`config.mk`:
```
export PLATFORM = sky130hd
export DESIGN_NAME = lpc_ior_cpld_reg
export DESIGN_NICKNAME = d
export VERILOG_FILES = /design/src/rtl/lpc_cpld_pkg.sv /design/src/rtl/lpc_evt_latch.sv /design/src/rtl/lpc_ior_cpld_reg.sv
export SDC_FILE = /design/constraint.sdc
export NUM_CORES = 1
export LEC_CHECK = 0
export ABC_AREA = 1
export BUFFER_PORTS_ARGS = -buffer_cell sky130_fd_sc_hd__buf_4
export CAP_MARGIN = 20
export CORE_ASPECT_RATIO = 1.4
export CORE_MARGIN = 2
export CORE_UTILIZATION = 50
export CTS_CLUSTER_SIZE = 8
export DETAILED_ROUTE_END_ITERATION = 6
export MAX_ROUTING_LAYER = met4
export PLACE_DENSITY = 0.79
export SYNTH_ARGS = -nofsm -noshare
export SYNTH_HDL_FRONTEND = slang
export SYNTH_SLANG_ARGS = --single-unit
```
`constraint.sdc`:
```
create_clock -name Mclk -period 1.8 [get_ports Mclk]
set_clock_uncertainty 0.2 [all_clocks]
set_input_delay 0.18 -clock Mclk [delete_from_list [all_inputs] [get_ports Mclk]]
set_output_delay 0.18 -clock Mclk [all_outputs]
set_load 0.1 [all_outputs]
```
`src/rtl/lpc_cpld_pkg.sv`:
```
// Shared CPLD LPC register-window constants: window base, register offsets, read FSM states.
// Used by both the write-register block and the read responder so the map lives in one place.
package lpc_cpld_pkg;

  localparam logic [10:0] WIN_BASE    = 11'h040;

  localparam logic [4:0]  OFF_BIOS    = 5'h01;
  localparam logic [4:0]  OFF_SYSOK   = 5'h08;
  localparam logic [4:0]  OFF_PSUFAN  = 5'h0A;
  localparam logic [4:0]  OFF_7SEGSEL = 5'h0E;
  localparam logic [4:0]  OFF_7SEGVAL = 5'h0F;
  localparam logic [4:0]  OFF_EVT     = 5'h10;
  localparam logic [4:0]  OFF_EVTRAW  = 5'h12;
  localparam logic [4:0]  OFF_SPCMD   = 5'h18;
  localparam logic [4:0]  OFF_FANLED  = 5'h1B;
  localparam logic [4:0]  OFF_RSTDEV  = 5'h1E;
  localparam logic [4:0]  OFF_VER     = 5'h1F;

  typedef enum logic [1:0] {
    IDLE    = 2'd0,
    CAPTURE = 2'd1,
    HOLD    = 2'd2
  } rd_state_t;

endpackage

```
`src/rtl/lpc_evt_latch.sv`:
```
// Board event capture: 2-flop synchroniser, rising-edge detect, sticky bits with a clear mask.
// Sticky bit and irq update 3 edges after an input rise; a rise in the same edge as a clear wins.
module lpc_evt_latch #(
  parameter int W = 8
) (
  input  logic         clk,
  input  logic         rst_n,
  input  logic [W-1:0] evt_in,
  input  logic [W-1:0] clr_mask,
  output logic [W-1:0] evt_sync,
  output logic [W-1:0] evt_sticky,
  output logic         evt_irq
);

  logic [W-1:0] meta;
  logic [W-1:0] prev;
  logic [W-1:0] rise;
  logic [W-1:0] sticky_nxt;
  logic [2:0]   arm;

  // Edge detect stays blind until the pipeline has refilled, so levels present at reset release are ignored.
  always_comb begin
    rise       = evt_sync & ~prev & {W{arm[2]}};
    sticky_nxt = (evt_sticky & ~clr_mask) | rise;
  end

  always_ff @(posedge clk or negedge rst_n) begin
    if (!rst_n) begin
      meta       <= '0;
      evt_sync   <= '0;
      prev       <= '0;
      arm        <= '0;
      evt_sticky <= '0;
      evt_irq    <= 1'b0;
    end else begin
      meta       <= evt_in;
      evt_sync   <= meta;
      prev       <= evt_sync;
      arm        <= {arm[1:0], 1'b1};
      evt_sticky <= sticky_nxt;
      evt_irq    <= |sticky_nxt;
    end
  end

endmodule

```
`src/rtl/lpc_ior_cpld_reg.sv`:
```
// LPC I/O-read responder for CPLD window 0x0800-0x081F; data/valid registered 2 edges after a sampled hit.
// Valid is held until RdDev_En drops; a held request never re-reads; offset 0x10 is read-to-clear.
module lpc_ior_cpld_reg
  import lpc_cpld_pkg::*;
#(
  parameter logic [7:0] CPLD_VER   = 8'h01,
  parameter int         EVT_W      = 8,
  parameter logic [7:0] RD_DEFAULT = 8'hFF
) (
  input  logic             Mclk,
  input  logic             ResetN,
  input  logic [15:0]      DevAddr,
  input  logic             RdDev_En,
  output logic [7:0]       RdDev_Data,
  output logic             RdDev_Valid,
  input  logic [7:0]       BiosRegister,
  input  logic             SystemOK,
  input  logic [7:0]       PSUFan_StReg,
  input  logic [4:0]       x7SegSel,
  input  logic [7:0]       x7SegVal,
  input  logic [7:0]       SpecialCmdReg,
  input  logic [3:0]       FanLedCtrlReg,
  input  logic [5:0]       ResetDevReg,
  input  logic [EVT_W-1:0] EvtIn,
  output logic             EvtIrq
);

  rd_state_t        state, state_nxt;
  logic [4:0]       rd_off, rd_off_nxt;
  logic [7:0]       data_nxt;
  logic [7:0]       rd_mux;
  logic             valid_nxt;
  logic             hit;
  logic [EVT_W-1:0] evt_sync;
  logic [EVT_W-1:0] evt_sticky;
  logic [EVT_W-1:0] clr_mask;

  assign hit = RdDev_En && (DevAddr[15:5] == WIN_BASE);

  lpc_evt_latch #(.W(EVT_W)) u_evt (
    .clk        (Mclk),
    .rst_n      (ResetN),
    .evt_in     (EvtIn),
    .clr_mask   (clr_mask),
    .evt_sync   (evt_sync),
    .evt_sticky (evt_sticky),
    .evt_irq    (EvtIrq)
  );

  always_comb begin
    rd_mux = RD_DEFAULT;
    case (rd_off)
      OFF_BIOS:    rd_mux = BiosRegister;
      OFF_SYSOK:   rd_mux = {1'b0, SystemOK, 6'b0};
      OFF_PSUFAN:  rd_mux = PSUFan_StReg;
      OFF_7SEGSEL: rd_mux = {3'b0, x7SegSel};
      OFF_7SEGVAL: rd_mux = x7SegVal;
      OFF_EVT:     rd_mux = 8'(evt_sticky);
      OFF_EVTRAW:  rd_mux = 8'(evt_sync);
      OFF_SPCMD:   rd_mux = SpecialCmdReg;
      OFF_FANLED:  rd_mux = {4'b0, FanLedCtrlReg};
      OFF_RSTDEV:  rd_mux = {2'b0, ResetDevReg};
      OFF_VER:     rd_mux = CPLD_VER;
      default:     rd_mux = RD_DEFAULT;
    endcase
  end

  always_ff @(posedge Mclk or negedge ResetN) begin
    if (!ResetN) begin
      state       <= IDLE;
      rd_off      <= '0;
      RdDev_Data  <= 8'h00;
      RdDev_Valid <= 1'b0;
    end else begin
      state       <= state_nxt;
      rd_off      <= rd_off_nxt;
      RdDev_Data  <= data_nxt;
      RdDev_Valid <= valid_nxt;
    end
  end

  always_comb begin
    state_nxt = state;
    case (state)
      IDLE:    if (hit) state_nxt = CAPTURE;
      CAPTURE: state_nxt = HOLD;
      HOLD:    if (!RdDev_En) state_nxt = IDLE;
      default: state_nxt = IDLE;
    endcase
  end

  // Only the bits actually returned to the host are cleared; later rises survive via the latch's OR.
  always_comb begin
    rd_off_nxt = rd_off;
    data_nxt   = RdDev_Data;
    valid_nxt  = RdDev_Valid;
    clr_mask   = '0;
    case (state)
      IDLE: begin
        if (hit) rd_off_nxt = DevAddr[4:0];
      end
      CAPTURE: begin
        data_nxt  = rd_mux;
        valid_nxt = 1'b1;
        if (rd_off == OFF_EVT) clr_mask = evt_sticky;
      end
      HOLD: begin
        if (!RdDev_En) valid_nxt = 1'b0;
      end
      default: begin
        valid_nxt = 1'b0;
      end
    endcase
  end

endmodule
```
==> results.md, run 1 <==
- Outcome: finished clean
- Avg Cell Area, Syn: 8.25 µm²
- Max IR drop VDD: 586 µV
- P per Cell Area: 607 nW/µm²
- Top cell type's share of synthesized area: 0.514
- CTS tree: yes
- Fmax: 568 MHz
- Final worst slack: 0.0398 ns
- Post-DR vias/cell: 5.17
- Worst hold path type: input port to flip-flop
- Syn Nets: 382
- Routed Antenna Nets: 0
- Initial antenna violation count: 0
- Share of layout cells above drive strength 1: 0.322
- Gpl congestion: 0.917
- Leak: 1.77 nW
- Post-DP HPWL: 5190 µm
- Synth warn: 0
- Req. time, crit path: 1.80 ns
- Cell Chain, Critical Path: nor2_4 > buf_4 > nand3_2 > nand2_1 > nor2_1 > nand2_2 > nand2_4 > nor2_1 > nor2_1
- # H-tree levels: 2
- First-pass GRT wire length: 11,200 µm
- Min-delay src: DevAddr[13]
- Final Instance Area: 3650 µm²
- Setup crit end kind: flip-flop
- Final Hold Vio Count: 0
- Cell area after synthesis: 2530 µm²
- Max-slew violations: 0
- Reg-to-Reg End: RdDev_Data[6]
- Die height: 88.2 µm
- ANT cells: 0
- Worst hold path cell count: 5
- Core Box Area: 4880 µm²
- Max Root-Sink Buffers: 2
- Clock-pin slew on the worst setup and hold paths: 0.10 ns
- Vias: 2,548
- Die Span X: 64.2 µm
- Hold EP: rd_off[2]
- DIE AREA: 5660 µm²
- Initial detailed-routing violation count: 181
- Nets: 503
- Area delta synth->final: 44.2%
- Top post-synthesis cells by count: nor2_1, dfrtp_1, nand2_1
- RSZ-0062 raised after global routing: true
- Min Tclk post-route: 1.76 ns
- Crit path arrival time: 1.76 ns
- Port bufs: 84
- Path depth of the worst reg2reg path: 9
- Count leader, synth: nor2_1
- Hold slack final: 0.0140 ns
- Synthesized instance count: 307
- Routed WL: 6870 µm
- Overall routing resource usage: 0.263
- Post-synth ARST share: 1.00
- DRC viols: 0
- First-pass DRT Iterations: 5
- Slew margin rel.: 0.563
- Worst path slowest cell: dfrtp_2
- Total CTS buffers: 5
- Clk_lat worst skew: 0.30 ns
- Crit path max fanout: 7
- Post-synth EDFFs: 0
- Setup TNS: 0 ns
- Synth area leaders: dfrtp_1, nor2_1, nand3_1
- Root cell of the clock tree: clkbuf_8
- Max Cap Violations: 0
- Slew at the pin closest to its max-slew limit: 0.655 ns
- Row count: 30
- Synthesis-stage register bit count: 52
- Critical path class: flip-flop to flip-flop
- Sinks on Clock Net: 52
- Synth Flop Type: dfrtp_1
- RR Startpoint: rd_off[2]
- CP Launch Type: flip-flop
- Seq/Total Area, Yosys: 0.514
- I/O pins: 85
- Crit path largest cell delay: 0.49 ns
- Setup WS pre-CTS: -0.0305 ns
- Vias in the first global route: 2,459
- Setup Viol. Count Final: 0
- Largest net degree at the start of global routing: 53
- Area leader, netlist: dfrtp_1
- Placed cell areas: 3330 µm²
- Fraction of the cycle the final worst path needs: 0.978
- Initial Utilization: 0.519
- Wirelength per Cell: 13.9 µm
- Unique masters post-synth: 25
- Reg2Reg Setup Slack: 0.04 ns
- GR Overflow Total: 0
- Cell mode on critical path: nor2_1
placed cells by master (no fill, tap or decap), types with 7 or more instances in the layout:
master,synthesis,final
a21oi_1,8,7
buf_4,5,106
dfrtp_1,52,48
dlygate4sd3_1,0,15
inv_1,32,32
nand2_1,47,47
nand3_1,38,36
nand4_1,26,26
nor2_1,53,51
o21ai_0,13,10
worst max-delay path by stage:
stage               startpoint            end  slack, ns  cells past startpoint
detailed placement   rd_off[2]  RdDev_Data[6]      -0.03                      8
finish               rd_off[2]  RdDev_Data[6]       0.04                      9
global route         rd_off[2]  RdDev_Data[4]      -0.03                      9
CTS                  rd_off[2]  RdDev_Data[6]       0.02                     10
floorplan            rd_off[2]  u_evt.evt_irq       0.19                      7
global placement     rd_off[2]  RdDev_Data[5]       0.02                      8
power by group:
group / switching, mW / internal [mW] / leakage [nW] / total (mW)
sequential: 0.0212 / 1.21 / 0.556 / 1.23
clock: 0.402 / 0.286 / 0.0462 / 0.688
combinational: 0.142 / 0.159 / 1.17 / 0.301
cell families (layout without fill, tap and decap cells):
family,Yosys count,count (layout),synth area share
and+or+nand+nor,188,188,0.363
buffers and inverters,44,166,0.0770
DFF,52,52,0.514
other,1,1,0.00148
AOI/OAI and AO/OA,22,22,0.0444
metal layers:
metal | wire, µm | vias up | track usage | part of all wire
li1 | - | 1255 | - | -
met1 | 2680 | 1193 | 0.315 | 0.39
met2 | 3670 | 91 | 0.464 | 0.53
met3 | 422 | 9 | 0.0331 | 0.061
met4 | 100 | 0 | 0.0832 | 0.015
met5 | 0 | - | - | 0
state kept, by name (all words and copies together), names as in the netlist, 2 cells and up:
register / flops
RdDev_Data: 8
u_evt.evt_sticky: 8
u_evt.evt_sync: 8
u_evt.meta: 8
u_evt.prev: 8
rd_off: 5
u_evt.arm: 3
state: 2
critical path: cells and delay by family, from the launching register on:
family                 cells  cell delay (ns)
buffers and inverters      1             0.14
flip-flops                 1             0.49
AND/OR/NAND/NOR            8             0.83
timing repair:
item	CTS	global route
endpoints found under the hold margin	66	0
setup buffers	0	4
hold buffers	15	0
resized for setup	4	14
setup endpoints to repair	7	8
pin swaps	0	4
layout make-up:
type	instances	area, µm²
Clock inverter	2	17.5
Inverter	34	128
Tap cell	64	80.1
Fill cell	373	1220
Multi-Input combinational cell	211	1070
Clock buffer	6	72.6
Timing Repair Buffer	124	980
Sequential cell	52	1310
per-stage QoR:
step	total power, mW	util	cells
floorplan	1.34	-	307
global placement	1.52	0.683	466
detailed placement	1.52	0.683	466
CTS	2.23	0.736	489
global route	2.31	0.749	493
finish	2.22	0.749	493
Power figures use the tool's default switching activity.
==> inputs of run 2 (changes only) <==
- ABC_AREA: 1 -> not set
- CORE_UTILIZATION: 50 -> 53
- PLACE_DENSITY: 0.79 -> 0.84
- clock period: 1.8 -> 2.2 ns (I/O delays scaled with it)
==> run 2 against run 1 <==
Net effect:
- via count fell by 15%
- final cell count fell by 22%
- flip-flop and latch count did not move
- synthesized cell count fell by 28%
- non-clock buffer count fell by 18
- hold slack improved by 0.022 ns
- combinational power fell by 39%
- sequential share of layout area rose by 3.1 points
- critical path type unchanged
- critical endpoint is now u_evt.evt_sticky[3]
- largest power group unchanged
==> results.md, run 2 <==
- Path depth of the worst reg2reg path: 6
- # H-tree levels: 2
- First-pass GRT wire length: 9910 µm
- Area leader, netlist: dfrtp_1
- Synthesis-stage register bit count: 52
- Crit path largest cell delay: 0.46 ns
- Outcome: finished clean
- Cell Chain, Critical Path: nor2_1 > nand2_1 > nor3_2 > buf_4 > nand2_2 > a32o_1
- Hold slack final: 0.0362 ns
- Routed WL: 6160 µm
- Postcts setup bufs: 0
- Req. time, crit path: 2.19 ns
- CP Launch Type: flip-flop
- Worst path slowest cell: dfrtp_1
- Row count: 28
- Synth Flop Type: dfrtp_1
- Root cell of the clock tree: clkbuf_8
- Max-slew violations: 0
- Post-DR vias/cell: 5.63
- Crit path arrival time: 1.96 ns
- Initial antenna violation count: 0
- Sinks on Clock Net: 52
- Gpl congestion: 0.873
- CTS tree: yes
- Setup crit end kind: flip-flop
- Largest net degree at the start of global routing: 53
- Final Hold Vio Count: 0
- Die Span X: 60.6 µm
- Avg Cell Area, Syn: 10.8 µm²
- Post-synth EDFFs: 0
- Post-cts sizing count: 0
- Critical path class: flip-flop to flip-flop
- Critical Path End: u_evt.evt_sticky[3]
- Leak: 1.49 nW
- Vias: 2,166
- DIE AREA: 5050 µm²
- Share of layout cells above drive strength 1: 0.335
- First-pass DRT Iterations: 4
- Fraction of the cycle the final worst path needs: 0.895
- Clock-pin slew on the worst setup and hold paths: 0.09 ns
- Worst hold path type: input port to flip-flop
- Top post-synthesis cells by count: dfrtp_1, nand2_1, nor2_1
- Synth area leaders: dfrtp_1, nand2_1, a32o_1
- Setup TNS: 0 ns
- Min Tclk post-route: 1.97 ns
- DP Cell Count: 361
- Overall routing resource usage: 0.262
- Reg-to-Reg End: u_evt.evt_sticky[3]
- Syn Nets: 296
- Count leader, synth: dfrtp_1
- I/O pins: 85
- P per Cell Area: 558 nW/µm²
- Area delta synth->final: 40.7%
- Total CTS buffers: 5
- Worst hold path cell count: 3
- ANT cells: 0
- Crit path max fanout: 9
- Routed Antenna Nets: 0
- Initial Utilization: 0.557
- Seq/Total Area, Yosys: 0.547
- Die height: 83.3 µm
- Cts hold-fix bufs: 16
- Initial detailed-routing violation count: 100
- Unique masters post-synth: 49
- DRC viols: 0
- RR Startpoint: rd_off[1]
- Setup Viol. Count Final: 0
- Port bufs: 84
- Core Box Area: 4270 µm²
- Slew margin rel.: 0.576
- Tot Pwr: 1.87 mW
- RSZ-0062 raised after global routing: false
- Synthesized instance count: 221
- Cell area after synthesis: 2380 µm²
- Final cell count without fillers: 385
- Max Cap Violations: 0
- CP Launch Point: rd_off[1]
- Max Root-Sink Buffers: 2
- Top cell type's share of synthesized area: 0.547
- Synth warn: 0
- Slew at the pin closest to its max-slew limit: 0.636 ns
- Post-synth ARST share: 1.00
- Reg2Reg Setup Slack: 0.23 ns
- GR Overflow Total: 0
- Post-DP HPWL: 4490 µm
- Nets: 399
- Commonest non-fill, non-tap cell in the layout: buf_4
- Max IR drop VDD: 480 µV
- Wirelength per Cell: 16.0 µm
- Fmax: 508 MHz
- Clk_lat worst skew: 0.31 ns
- Most frequent cells in the layout: buf_4, dfrtp_1, nand2_1
- Vias in the first global route: 2,214
[run 2: final cells by class]
class / count / area (µm²)
timing repair buffer: 106 / 836
clock inverter: 2 / 38.8
clock buffer: 6 / 82.6
tap: 60 / 75.1
multi-input combinational: 147 / 972
inverter: 12 / 45.0
sequential: 52 / 1300
fill: 298 / 923
[run 2: worst min path at each step]
stage	startpoint	to
2_1_floorplan	ResetN	RdDev_Data[0]
3_3_place_gp	ResetN	u_evt.arm[0]
3_5_place_dp	ResetN	rd_off[4]
4_1_cts	BiosRegister[3]	RdDev_Data[3]
5_1_grt	BiosRegister[3]	RdDev_Data[3]
6_report	PSUFan_StReg[2]	RdDev_Data[2]
[run 2: cells by family (layout without fill, tap and decap cells)]
kind of cell	count (synthesis)	in the layout	synth area share
other cells	1	1	0.00157
compound gates	57	57	0.195
simple gates	81	81	0.177
buf+inv	22	126	0.0452
flops	52	52	0.547
mux	8	8	0.0352
[run 2: where the power goes]
part / internal, mW / total [mW] / switching [mW]
logic: 0.120 / 0.185 / 0.0647
registers: 0.981 / 1.00 / 0.0187
clock network: 0.372 / 0.683 / 0.311
total: 1.47 / 1.87 / 0.394
[run 2: stage by stage]
| stage | worst slack [ns] | area [µm²] | util |
|---|---|---|---|
| 6_report | 0.230 | 3350 | 0.784 |
| 3_5_place_dp | 0.239 | 3070 | 0.718 |
| 4_1_cts | 0.228 | 3350 | 0.784 |
| 2_1_floorplan | 0.504 | 2380 | - |
| 5_1_grt | 0.0927 | 3350 | 0.784 |
| 3_3_place_gp | 0.282 | 3070 | 0.718 |
[run 2: worst max-delay path: cells and delay by family, from the launching register on]
family                 cells  cell delay, ns
AO/OA/AOI/OAI              1            0.24
buffers and inverters      1            0.18
flip-flops                 1            0.46
AND/OR/NAND/NOR            4            0.78
[run 2: layer usage]
metal | GRT usage | share of wire | vias up
met3 | 0.0405 | 0.062 | 12
li1 | - | - | 1018
met4 | 0.0870 | 0.018 | 0
met2 | 0.421 | 0.51 | 94
met5 | - | 0 | -
met1 | 0.334 | 0.41 | 1042
==> inputs of run 3 (changes only) <==
- CORE_UTILIZATION: 53 -> 54
- SLEW_MARGIN: not set -> 20
- SYNTH_HIERARCHICAL: not set -> 1
==> run 3 against run 2 <==
Net effect:
- power down 0.88%
- wire length grew 17%
- fmax rose by 1.5%
- sequential power is essentially flat
- utilization decreased by 0.86 points
- clock power decreased by 1%
- cell area increased by 5.8%
- critical path type unchanged
- largest power group unchanged
==> results.md, run 3 <==
- Most frequent cells in the layout: buf_4, dfrtp_1, nor2_1
- ANT cells: 0
- # H-tree levels: 2
- DIE AREA: 5380 µm²
- Largest net degree at the start of global routing: 53
- Hold EP: RdDev_Data[5]
- Max Cap Violations: 0
- Initial antenna violation count: 0
- Reg2Reg Setup Slack: 0.26 ns
- Max IR drop VDD: 607 µV
- Sw power: 380 µW
- Routed WL: 7210 µm
- Post-synth EDFFs: 0
- Setup Viol. Count Final: 0
- Root cell of the clock tree: clkbuf_8
- DRC viols: 0
- Worst hold path type: input port to flip-flop
- Critical path class: flip-flop to flip-flop
- Synthesis-stage register bit count: 52
- Commonest non-fill, non-tap cell in the layout: buf_4
- Setup crit end kind: flip-flop
- Area delta synth->final: 36.8%
- Vias: 2,199
- Gpl congestion: 0.852
- Avg Cell Area, Syn: 11.5 µm²
- Cell area after synthesis: 2590 µm²
- Overall routing resource usage: 0.294
- Clock power frac: 0.364
- Die height: 86.0 µm
- Post-DR vias/cell: 5.61
- Max Root-Sink Buffers: 2
- Slew margin rel.: 0.575
- Internal power: 1.47 mW
- Total CTS buffers: 5
- First-pass GRT wire length: 11,700 µm
- Syn Nets: 300
- Outcome: finished clean
- RSZ-0062 raised after global routing: false
- Path depth of the worst reg2reg path: 5
- Synth area leaders: dfrtp_1, mux2i_1, nand3b_1
- Fmax: 515 MHz
- Worst hold path cell count: 3
- Reg-to-Reg End: RdDev_Data[1]
- Max-slew violations: 0
- Comb pwr share: 0.097
- Synthesized instance count: 225
- Crit path max fanout: 9
- P per Cell Area: 522 nW/µm²
- Unique masters post-synth: 56
- Clk_lat worst skew: 0.30 ns
- Hold slack final: 0.0337 ns
- Slew at the pin closest to its max-slew limit: 0.638 ns
- Req. time, crit path: 2.17 ns
- DP Cell Count: 370
- CTS tree: yes
- Min-delay src: BiosRegister[5]
- Core Box Area: 4570 µm²
- Cell Chain, Critical Path: nor3_2 > buf_4 > and2_4 > a2111oi_0 > a31oi_1
- Top post-synthesis cells by count: dfrtp_1, nor2_1, nand3b_1
- Worst path slowest cell: dfrtp_1
- RR Startpoint: rd_off[1]
- Area leader, netlist: dfrtp_1
- Setup WS pre-CTS: 0.268 ns
- Fraction of the cycle the final worst path needs: 0.882
- Row count: 29
- Initial Utilization: 0.567
- Crit path arrival time: 1.91 ns
- Nets: 404
- Seq/Total Area, Yosys: 0.502
- Die Span X: 62.5 µm
- Share of layout cells above drive strength 1: 0.406
- Sequential Power Share: 0.539
- Final Hold Vio Count: 0
- Synth warn: 6
- Initial detailed-routing violation count: 94
- GR Overflow Total: 0
- Clock-pin slew on the worst setup and hold paths: 0.09 ns
- Setup TNS: 0 ns
- Leak: 1.60 nW
- Postcts setup bufs: 0
- Post-DP HPWL: 5210 µm
- Port bufs: 84
- Switch share: 0.205
- Final cell count without fillers: 392
- Crit path largest cell delay: 0.53 ns
- I/O pins: 85
- First-pass DRT Iterations: 4
- Synth Flop Type: dfrtp_1
- Sinks on Clock Net: 52
- Top cell type's share of synthesized area: 0.502
- Wirelength per Cell: 18.4 µm
- Min Tclk post-route: 1.94 ns
- Final worst slack: 0.259 ns
- Vias in the first global route: 2,360
- Post-synth ARST share: 1.00
- Count leader, synth: dfrtp_1
- CP Launch Type: flip-flop
- Routed Antenna Nets: 0
## run 3: cell types whose count changed after synthesis, sizes merged, moves of 4 or more
cell and change:
nand2 -25, nand3b +13, a22oi -8, a32o -8, and2 +8, and3 +7, a221oi -6, o21ai +5
buf +4, mux2 +4, mux2i +4
## run 3: area by class of cell
class,instances,area [µm²]
Clock buffer,6,82.6
Clock inverter,2,38.8
Fill cell,316,1030
Inverter,11,41.3
Multi-Input combinational cell,148,1130
Sequential cell,52,1300
Tap cell,62,77.6
Timing Repair Buffer,111,868
## run 3: per-layer routing
layer  vias up  part of all wire  global-route usage
met5         -                 0                   -
met4         0             0.031               0.143
met3        19             0.049              0.0551
met2        76              0.54               0.511
met1      1076              0.38               0.325
li1       1028                 -                   -
## run 3: worst max path at each step
stage / start / to / slack (ns) / cells after the start
5_1_grt: rd_off[1] / RdDev_Data[1] / 0.16 / 5
3_3_place_gp: rd_off[0] / RdDev_Data[1] / 0.30 / 5
4_1_cts: rd_off[1] / RdDev_Data[1] / 0.26 / 5
6_report: rd_off[1] / RdDev_Data[1] / 0.26 / 5
2_1_floorplan: rd_off[3] / u_evt/evt_irq / 0.31 / 7
3_5_place_dp: rd_off[1] / RdDev_Data[1] / 0.27 / 5
## run 3: cell families after synthesis
| family | after synthesis | synth area share |
|---|---|---|
| flip-flops | 52 | 0.502 |
| multiplexers | 16 | 0.0652 |
| buffers and inverters | 25 | 0.0599 |
| AO/OA/AOI/OAI | 44 | 0.152 |
| AND/OR/NAND/NOR | 87 | 0.219 |
| other | 1 | 0.00145 |
## run 3: power by group through the flow
stage	combinational [mW]	sequential (mW)	clock [mW]
6_report	0.180	0.999	0.673
3_3_place_gp	0.156	1.02	0
2_1_floorplan	0.0347	1.01	0
3_5_place_dp	0.158	1.02	0
5_1_grt	0.195	1.00	0.710
4_1_cts	0.179	0.998	0.681
## run 3: critical path: cells and delay by family, from the launching register on
family,cells,cell delay (ns)
AOI/OAI and AO/OA,2,0.67
DFF,1,0.53
and+or+nand+nor,2,0.24
buffers and inverters,1,0.17
## run 3: what timing repair did
item / CTS / global route
resized for setup: 0 / 0
hold buffers: 14 / 0
hold endpoints to repair: 65 / 0
## run 3: stage by stage
step	total power, mW	cell area, µm²	util
6_report	1.85	3540	0.775
5_1_grt	1.91	3540	0.775
4_1_cts	1.86	3540	0.775
3_3_place_gp	1.17	3280	0.718
3_5_place_dp	1.18	3280	0.718
2_1_floorplan	1.05	2590	-
